## config.mk

```make
export PLATFORM = sky130hd
export DESIGN_NAME = wb_cmd_fifo_slave
export DESIGN_NICKNAME = d
export VERILOG_FILES = /design/src/rtl/wb_cmd_pkg.sv /design/src/rtl/wb_cmd_fifo_sync.sv /design/src/rtl/wb_cmd_fifo_slave.sv
export SDC_FILE = /design/constraint.sdc
export NUM_CORES = 1
export LEC_CHECK = 0
export CAP_MARGIN = 20
export CORE_MARGIN = 3
export CORE_UTILIZATION = 35
export DETAILED_ROUTE_END_ITERATION = 6
export PLACE_DENSITY = 0.53
export SLEW_MARGIN = 15
export SYNTH_ARGS = -nofsm -noshare
export SYNTH_HDL_FRONTEND = slang
export SYNTH_SLANG_ARGS = --single-unit
```

## constraint.sdc

```tcl
create_clock -name clk_i -period 2.73 [get_ports clk_i]
set_input_delay 0.546 -clock clk_i [delete_from_list [all_inputs] [get_ports clk_i]]
set_output_delay 0.546 -clock clk_i [all_outputs]
set_load 0.02 [all_outputs]
```

## src/rtl/wb_cmd_pkg.sv

```systemverilog
// Shared types and register bit positions for the Wishbone command FIFO slave.
package wb_cmd_pkg;

  typedef enum logic [1:0] {
    CSR  = 2'd0,
    DPR  = 2'd1,
    CMDR = 2'd2,
    DBG  = 2'd3
  } reg_addr_t;

  localparam int CSR_E         = 7;
  localparam int CSR_IE        = 6;
  localparam int CSR_FULL      = 5;
  localparam int CSR_EMPTY     = 4;
  localparam int CSR_LEVEL_LSB = 0;

  localparam int CMDR_DON      = 7;
  localparam int CMDR_ERR      = 6;
  localparam int CMDR_OVF      = 5;
  localparam int CMDR_CODE_LSB = 0;

  typedef enum logic [2:0] {
    CMD_NOP   = 3'd0,
    CMD_READ  = 3'd1,
    CMD_WRITE = 3'd2,
    CMD_SEEK  = 3'd3,
    CMD_ERASE = 3'd4,
    CMD_STAT  = 3'd5,
    CMD_SYNC  = 3'd6,
    CMD_RESET = 3'd7
  } cmd_t;

  typedef struct packed {
    cmd_t       code;
    logic [7:0] data;
  } fifo_entry_t;

  localparam int ENTRY_W = $bits(fifo_entry_t);

endpackage

```

## src/rtl/wb_cmd_fifo_sync.sv

```systemverilog
// Synchronous FIFO with flush; DEPTH must be a power of two so pointers wrap naturally.
module wb_cmd_fifo_sync #(
  parameter  int DEPTH = 4,
  parameter  int WIDTH = 11,
  localparam int PTR_W = (DEPTH > 1) ? $clog2(DEPTH) : 1,
  localparam int LVL_W = $clog2(DEPTH + 1)
) (
  input  logic             clk_i,
  input  logic             rst_i,
  input  logic             push,
  input  logic             pop,
  input  logic             flush,
  input  logic [WIDTH-1:0] wdata,
  output logic [WIDTH-1:0] rdata,
  output logic             full,
  output logic             empty,
  output logic [LVL_W-1:0] level
);

  logic [WIDTH-1:0] mem [DEPTH];
  logic [PTR_W-1:0] wr_ptr;
  logic [PTR_W-1:0] rd_ptr;
  logic             do_push;
  logic             do_pop;

  assign full    = (level == LVL_W'(DEPTH));
  assign empty   = (level == '0);
  // A push into a full FIFO still lands when the head leaves in the same cycle.
  assign do_pop  = pop & ~empty;
  assign do_push = push & (~full | do_pop);
  assign rdata   = mem[rd_ptr];

  always_ff @(posedge clk_i) begin
    // NOTE: sequential state uses non-blocking assignments so every flop samples pre-edge values.
    if (!rst_i || flush) begin
      wr_ptr <= '0;
      rd_ptr <= '0;
      level  <= '0;
    end else begin
      if (do_push) wr_ptr <= wr_ptr + 1'b1;
      if (do_pop)  rd_ptr <= rd_ptr + 1'b1;
      level <= level + LVL_W'(do_push) - LVL_W'(do_pop);
    end
  end

  // NOTE: storage is not reset; the empty flag guarantees stale entries are never presented.
  always_ff @(posedge clk_i) begin
    if (do_push && !flush) mem[wr_ptr] <= wdata;
  end

endmodule

```

## src/rtl/wb_cmd_fifo_slave.sv

```systemverilog
// Wishbone classic slave buffering command writes for a downstream engine.
// Optional build macro WB_CMD_FIFO_DBG_EN adds an accepted-push counter at adr 3.
module wb_cmd_fifo_slave
  import wb_cmd_pkg::*;
#(
  parameter int ADDR_WIDTH = 2,
  parameter int DATA_WIDTH = 8,
  parameter int FIFO_DEPTH = 4
) (
  input  logic                  clk_i,
  input  logic                  rst_i,
  input  logic                  cyc_i,
  input  logic                  stb_i,
  input  logic                  we_i,
  input  logic [ADDR_WIDTH-1:0] adr_i,
  input  logic [DATA_WIDTH-1:0] dat_i,
  output logic [DATA_WIDTH-1:0] dat_o,
  output logic                  ack_o,
  output logic                  irq_o,
  output logic                  cmd_valid_o,
  input  logic                  cmd_ready_i,
  output logic [2:0]            cmd_code_o,
  output logic [7:0]            cmd_data_o,
  input  logic                  rsp_valid_i,
  input  logic [7:0]            rsp_data_i,
  input  logic                  rsp_err_i
);

  localparam int LVL_W = $clog2(FIFO_DEPTH + 1);

  reg_addr_t       addr;
  logic            bus_req, bus_wr, bus_rd;
  logic            e_q, ie_q, don_q, err_q, ovf_q;
  logic [7:0]      dpr_q, rsp_q;
  cmd_t            last_cmd_q;
  logic [7:0]      rd_data;

  logic            fifo_push, fifo_pop, fifo_flush;
  logic            fifo_full, fifo_empty;
  logic [LVL_W-1:0] fifo_level;
  logic [ENTRY_W-1:0] fifo_rdata;
  fifo_entry_t     head, wr_entry;
  logic            push_acc, push_ovf, rd_clr;

  assign addr    = reg_addr_t'(adr_i);
  // Side effects fire on the request edge, which is also the edge that raises ack_o.
  assign bus_req = cyc_i & stb_i & ~ack_o;
  assign bus_wr  = bus_req & we_i;
  assign bus_rd  = bus_req & ~we_i;

  assign fifo_push  = bus_wr & (addr == CMDR) & e_q;
  assign fifo_pop   = cmd_valid_o & cmd_ready_i;
  assign fifo_flush = bus_wr & (addr == CSR) & e_q & ~dat_i[CSR_E];
  assign push_acc   = fifo_push & (~fifo_full | fifo_pop);
  assign push_ovf   = fifo_push & fifo_full & ~fifo_pop;
  assign rd_clr     = bus_rd & (addr == CMDR);

  assign wr_entry = '{code: cmd_t'(dat_i[2:0]), data: dpr_q};
  assign head     = fifo_entry_t'(fifo_rdata);

  assign cmd_valid_o = e_q & ~fifo_empty;
  assign cmd_code_o  = cmd_valid_o ? head.code : CMD_NOP;
  assign cmd_data_o  = cmd_valid_o ? head.data : 8'h00;

  wb_cmd_fifo_sync #(
    .DEPTH (FIFO_DEPTH),
    .WIDTH (ENTRY_W)
  ) u_fifo (
    .clk_i (clk_i),
    .rst_i (rst_i),
    .push  (fifo_push),
    .pop   (fifo_pop),
    .flush (fifo_flush),
    .wdata (wr_entry),
    .rdata (fifo_rdata),
    .full  (fifo_full),
    .empty (fifo_empty),
    .level (fifo_level)
  );

`ifdef WB_CMD_FIFO_DBG_EN
  logic [7:0] dbg_cnt_q;

  always_ff @(posedge clk_i) begin
    if (!rst_i)                         dbg_cnt_q <= 8'h00;
    else if (bus_wr && (addr == DBG))   dbg_cnt_q <= 8'h00;
    else if (push_acc)                  dbg_cnt_q <= dbg_cnt_q + 8'h01;
  end
`endif

  always_comb begin
    // NOTE: default every combinational output first so no path infers a latch.
    rd_data = 8'h00;
    case (addr)
      CSR: begin
        rd_data[CSR_E]     = e_q;
        rd_data[CSR_IE]    = ie_q;
        rd_data[CSR_FULL]  = fifo_full;
        rd_data[CSR_EMPTY] = fifo_empty;
        rd_data[CSR_LEVEL_LSB +: 4] = 4'(fifo_level);
      end
      DPR:  rd_data = rsp_q;
      CMDR: begin
        rd_data[CMDR_DON] = don_q;
        rd_data[CMDR_ERR] = err_q;
        rd_data[CMDR_OVF] = ovf_q;
        rd_data[CMDR_CODE_LSB +: 3] = last_cmd_q;
      end
      DBG: begin
`ifdef WB_CMD_FIFO_DBG_EN
        rd_data = dbg_cnt_q;
`endif
      end
      default: rd_data = 8'h00;
    endcase
  end

  always_ff @(posedge clk_i) begin
    if (!rst_i) begin
      ack_o      <= 1'b0;
      dat_o      <= '0;
      irq_o      <= 1'b0;
      e_q        <= 1'b0;
      ie_q       <= 1'b0;
      don_q      <= 1'b0;
      err_q      <= 1'b0;
      ovf_q      <= 1'b0;
      dpr_q      <= 8'h00;
      rsp_q      <= 8'h00;
      last_cmd_q <= CMD_NOP;
    end else begin
      ack_o <= bus_req;
      dat_o <= bus_rd ? DATA_WIDTH'(rd_data) : '0;
      if (bus_wr && (addr == CSR)) begin
        e_q  <= dat_i[CSR_E];
        ie_q <= dat_i[CSR_IE];
      end
      if (bus_wr && (addr == DPR)) dpr_q <= dat_i[7:0];
      if (push_acc)                last_cmd_q <= cmd_t'(dat_i[2:0]);
      if (rsp_valid_i)             rsp_q <= rsp_data_i;
      // An engine response in the same cycle as a read-clear keeps its flag set.
      don_q <= (don_q & ~rd_clr) | (rsp_valid_i & ~rsp_err_i);
      err_q <= (err_q & ~rd_clr) | (rsp_valid_i & rsp_err_i);
      ovf_q <= (ovf_q & ~rd_clr) | push_ovf;
      irq_o <= ie_q & (don_q | err_q | ovf_q);
    end
  end

endmodule

```

==> flow_metrics.tcl <==
set metrics [dict create \
    synth_common_cells "edfxtp_1, dfxtp_1, mux2i_1, nor2_1, a21oi_1" \
    route.detailed.drc 0 \
    tightestPinTransition_ns 0.557 \
    cts_tree "done" \
    power_leakage_nw 1.66 \
    ctsHtreeMaxLevel 3 \
    final.setup.tns_ns 0 \
    routed_wirelength_mm 7.33 \
    die_area_mm2 0.0114 \
    required_ns 2.18 \
    gp_congestion 0.725 \
    cts_buffer_depth 2 \
    ir_drop_mv 0.340 \
    ys_warn_count 0 \
    start_util 0.362 \
    clk_pin_slew_ns 0.09 \
    cts_sinks 87 \
    first_iter_violations 101 \
    timing.slew.headroom 0.627 \
    drive_gt1_frac 0.149 \
    syn-cell-area_mm2 0.00355 \
    vias 2242 \
    syn2layout_area_growth_pct 26.3 \
    slew_viol_final 0 \
    grt_pass1_vias 2233 \
    die_w_um 107 \
    synthTopCellsByArea "edfxtp_1, dfxtp_1, mux4_2" \
    grt_pass1_wl_mm 11.9 \
    post-place-cells 452 \
    coreArea_mm2 0.00982 \
    synth_edf_count 44 \
    finClkSkew_ns 0.0111 \
    rows 36 \
    synth_top_area_share 0.372 \
    drtPass1Iterations 4 \
    cp_max_fo 11 \
    grt_max_degree 23 \
    antenna_found_initial 0 \
    ant_nets 0 \
    dpl_worst_slack_ns -0.00965 \
    synth_nets 304 \
    fin_ws_ns 0.0981 \
    synthCells 271 \
    ys_ff_latch 87 \
    cp-end-kind "output port" \
    die_h_um 107 \
    path_class "reg2out" \
    io_buffers 47 \
    cts_hold_buf 0 \
    cp_slowest_cell "clkdlybuf4s50_1" \
    critical_path_arrival_ns 2.09 \
    status "completed" \
    hold_violations 0 \
    rsz0062_at_grt "false" \
    dp_hpwl_mm 4.94 \
    p_per_area_mw_per_mm2 567 \
    critical-path-max-stage-delay_ns 0.54 \
    setup_viol 0 \
    synth_largest_area_cell "edfxtp_1" \
    final_net_count 363 \
    hold_depth 2 \
    cts_inserted_buffers 9 \
    avgSynthCellArea_um2 13.1 \
    num_io_pins 48 \
    finalCritPeriodShare 0.964 \
    start_kind "register" \
    fmax_mhz 380 \
    min_period_ns 2.63 \
    synth_cell_type_count 37 \
    max_cap_viol_count 0 \
    yosysMostFrequentCell "edfxtp_1" \
    antenna_cells 0 \
    ys_seq_area_frac 0.614 \
    holdCritPathClass "reg2reg" \
    wire_per_inst_um 15.7 \
    layoutNonFillerInstCount 468 \
    overflow 0 \
    reg2regPathDepth 10 \
    postSynth.asyncResetShare 0 \
    vias_per_cell 4.79 \
    ys.flop_type "edfxtp_1" \
    grt_use_total 0.135 \
    crit_chain "buf_6, mux4_2, nor2b_1, clkdlybuf4s50_1" \
    cts-root-buf "clkbuf_8" \
    clk_latency_ns 0.36 \
]
power by group:
part,leakage [nW],switching (mW),internal (mW)
clock network,0.115,0.507,0.536
logic,0.733,0.0598,0.0618
registers,0.813,0.00819,1.37
routing by layer:
metal	wire length [um]	part of all wire	global-route usage	up-vias
met3	381	0.052	0.0355	8
li1	-	-	-	1113
met5	0	0	0	-
met1	3440	0.47	0.188	1064
met2	3440	0.47	0.210	57
met4	73	0.010	0.0356	0
worst paths after layout:
kind	startpoint	slack, ns	to
worst max register to register	u_fifo.level[1]$_SDFF_PP0_	0.30	u_fifo.level[2]$_SDFF_PP0_
worst min-delay path	rsp_q[3]$_SDFFE_PN0P_	0.45	dat_o[3]$_SDFF_PN0_
worst max-delay path	register	0.1	cmd_data_o[6]
worst min register to register	rsp_q[3]$_SDFFE_PN0P_	0.45	dat_o[3]$_SDFF_PN0_
through the flow:
stage	hold WS, ns	area (um2)	util	power (mW)
2_1_floorplan	0.414	3550	-	1.47
5_1_grt	0.489	4490	0.457	2.64
4_1_cts	0.450	4480	0.457	2.58
3_3_place_gp	0.436	4240	0.432	1.53
6_report	0.447	4490	0.457	2.55
3_5_place_dp	0.426	4240	0.432	1.53
critical path, delay by kind of cell (launching register included):
| family | cells | cell delay [ns] |
|---|---|---|
| buffers and inverters | 2 | 0.74 |
| multiplexers | 1 | 0.51 |
| flip-flops | 1 | 0.34 |
| AND/OR/NAND/NOR | 1 | 0.14 |
repair_timing:
action / in CTS / in global routing
setup buffers: 0 / 0
setup endpoints to repair: 2 / 2
hold endpoints to repair: 0 / 0
gates resized for setup: 1 / 2
pin swaps: 0 / 0
cells in the final DEF (no fill, tap or decap), types with 2 or more instances in the layout:
cell	synthesis	layout
inv_6	0	2
o211ai_1	4	4
o21ai_0	12	12
nand2b_1	2	2
a2bb2oi_1	4	4
buf_4	0	15
clkdlybuf4s50_1	0	45
nand2_1	12	12
inv_1	9	9
ha_1	6	6
and2_1	5	5
mux4_2	11	11
a21oi_1	15	15
nand3_1	11	11
xor2_1	2	2
dlymetal6s2s_1	0	2
clkbuf_8	0	9
dfxtp_1	43	43
edfxtp_1	44	44
nor3_1	4	4
or3_1	2	2
nand3b_1	3	3
o31ai_1	3	3
nor2b_1	12	12
bufinv_16	0	2
nor2_1	19	19
mux2i_1	19	19
cell families (layout without fill, tap and decap cells):
logic type               after synthesis  after routing  synth area share
multiplexers                          30             30             0.123
buffers and inverters                 24             88            0.0282
adder cells (fa/ha/maj)                7              7            0.0268
AO/OA/AOI/OAI                         43             43            0.0800
XOR/XNOR                               2              2           0.00493
flip-flops                            87             87             0.614
AND/OR/NAND/NOR                       78             78             0.123
flip-flops by register name, summed over array words and instances (netlist names), 2 cells and up, named ones only:
signal,flops
u_fifo.wr_ptr,2
u_fifo.level,3
dpr_q,8
dat_o,8
u_fifo.mem,44
u_fifo.rd_ptr,2
last_cmd_q,3
rsp_q,8
area by class of cell:
class,count,area [um2]
Clock buffer,9,124
Clock inverter,7,113
Multi-Input combinational cell,160,1270
Inverter,9,33.8
Fill cell,945,5330
Tap cell,133,166
Sequential cell,87,2180
Timing Repair Buffer,63,599
No activity file was read; power rests on OpenSTA's default activity.
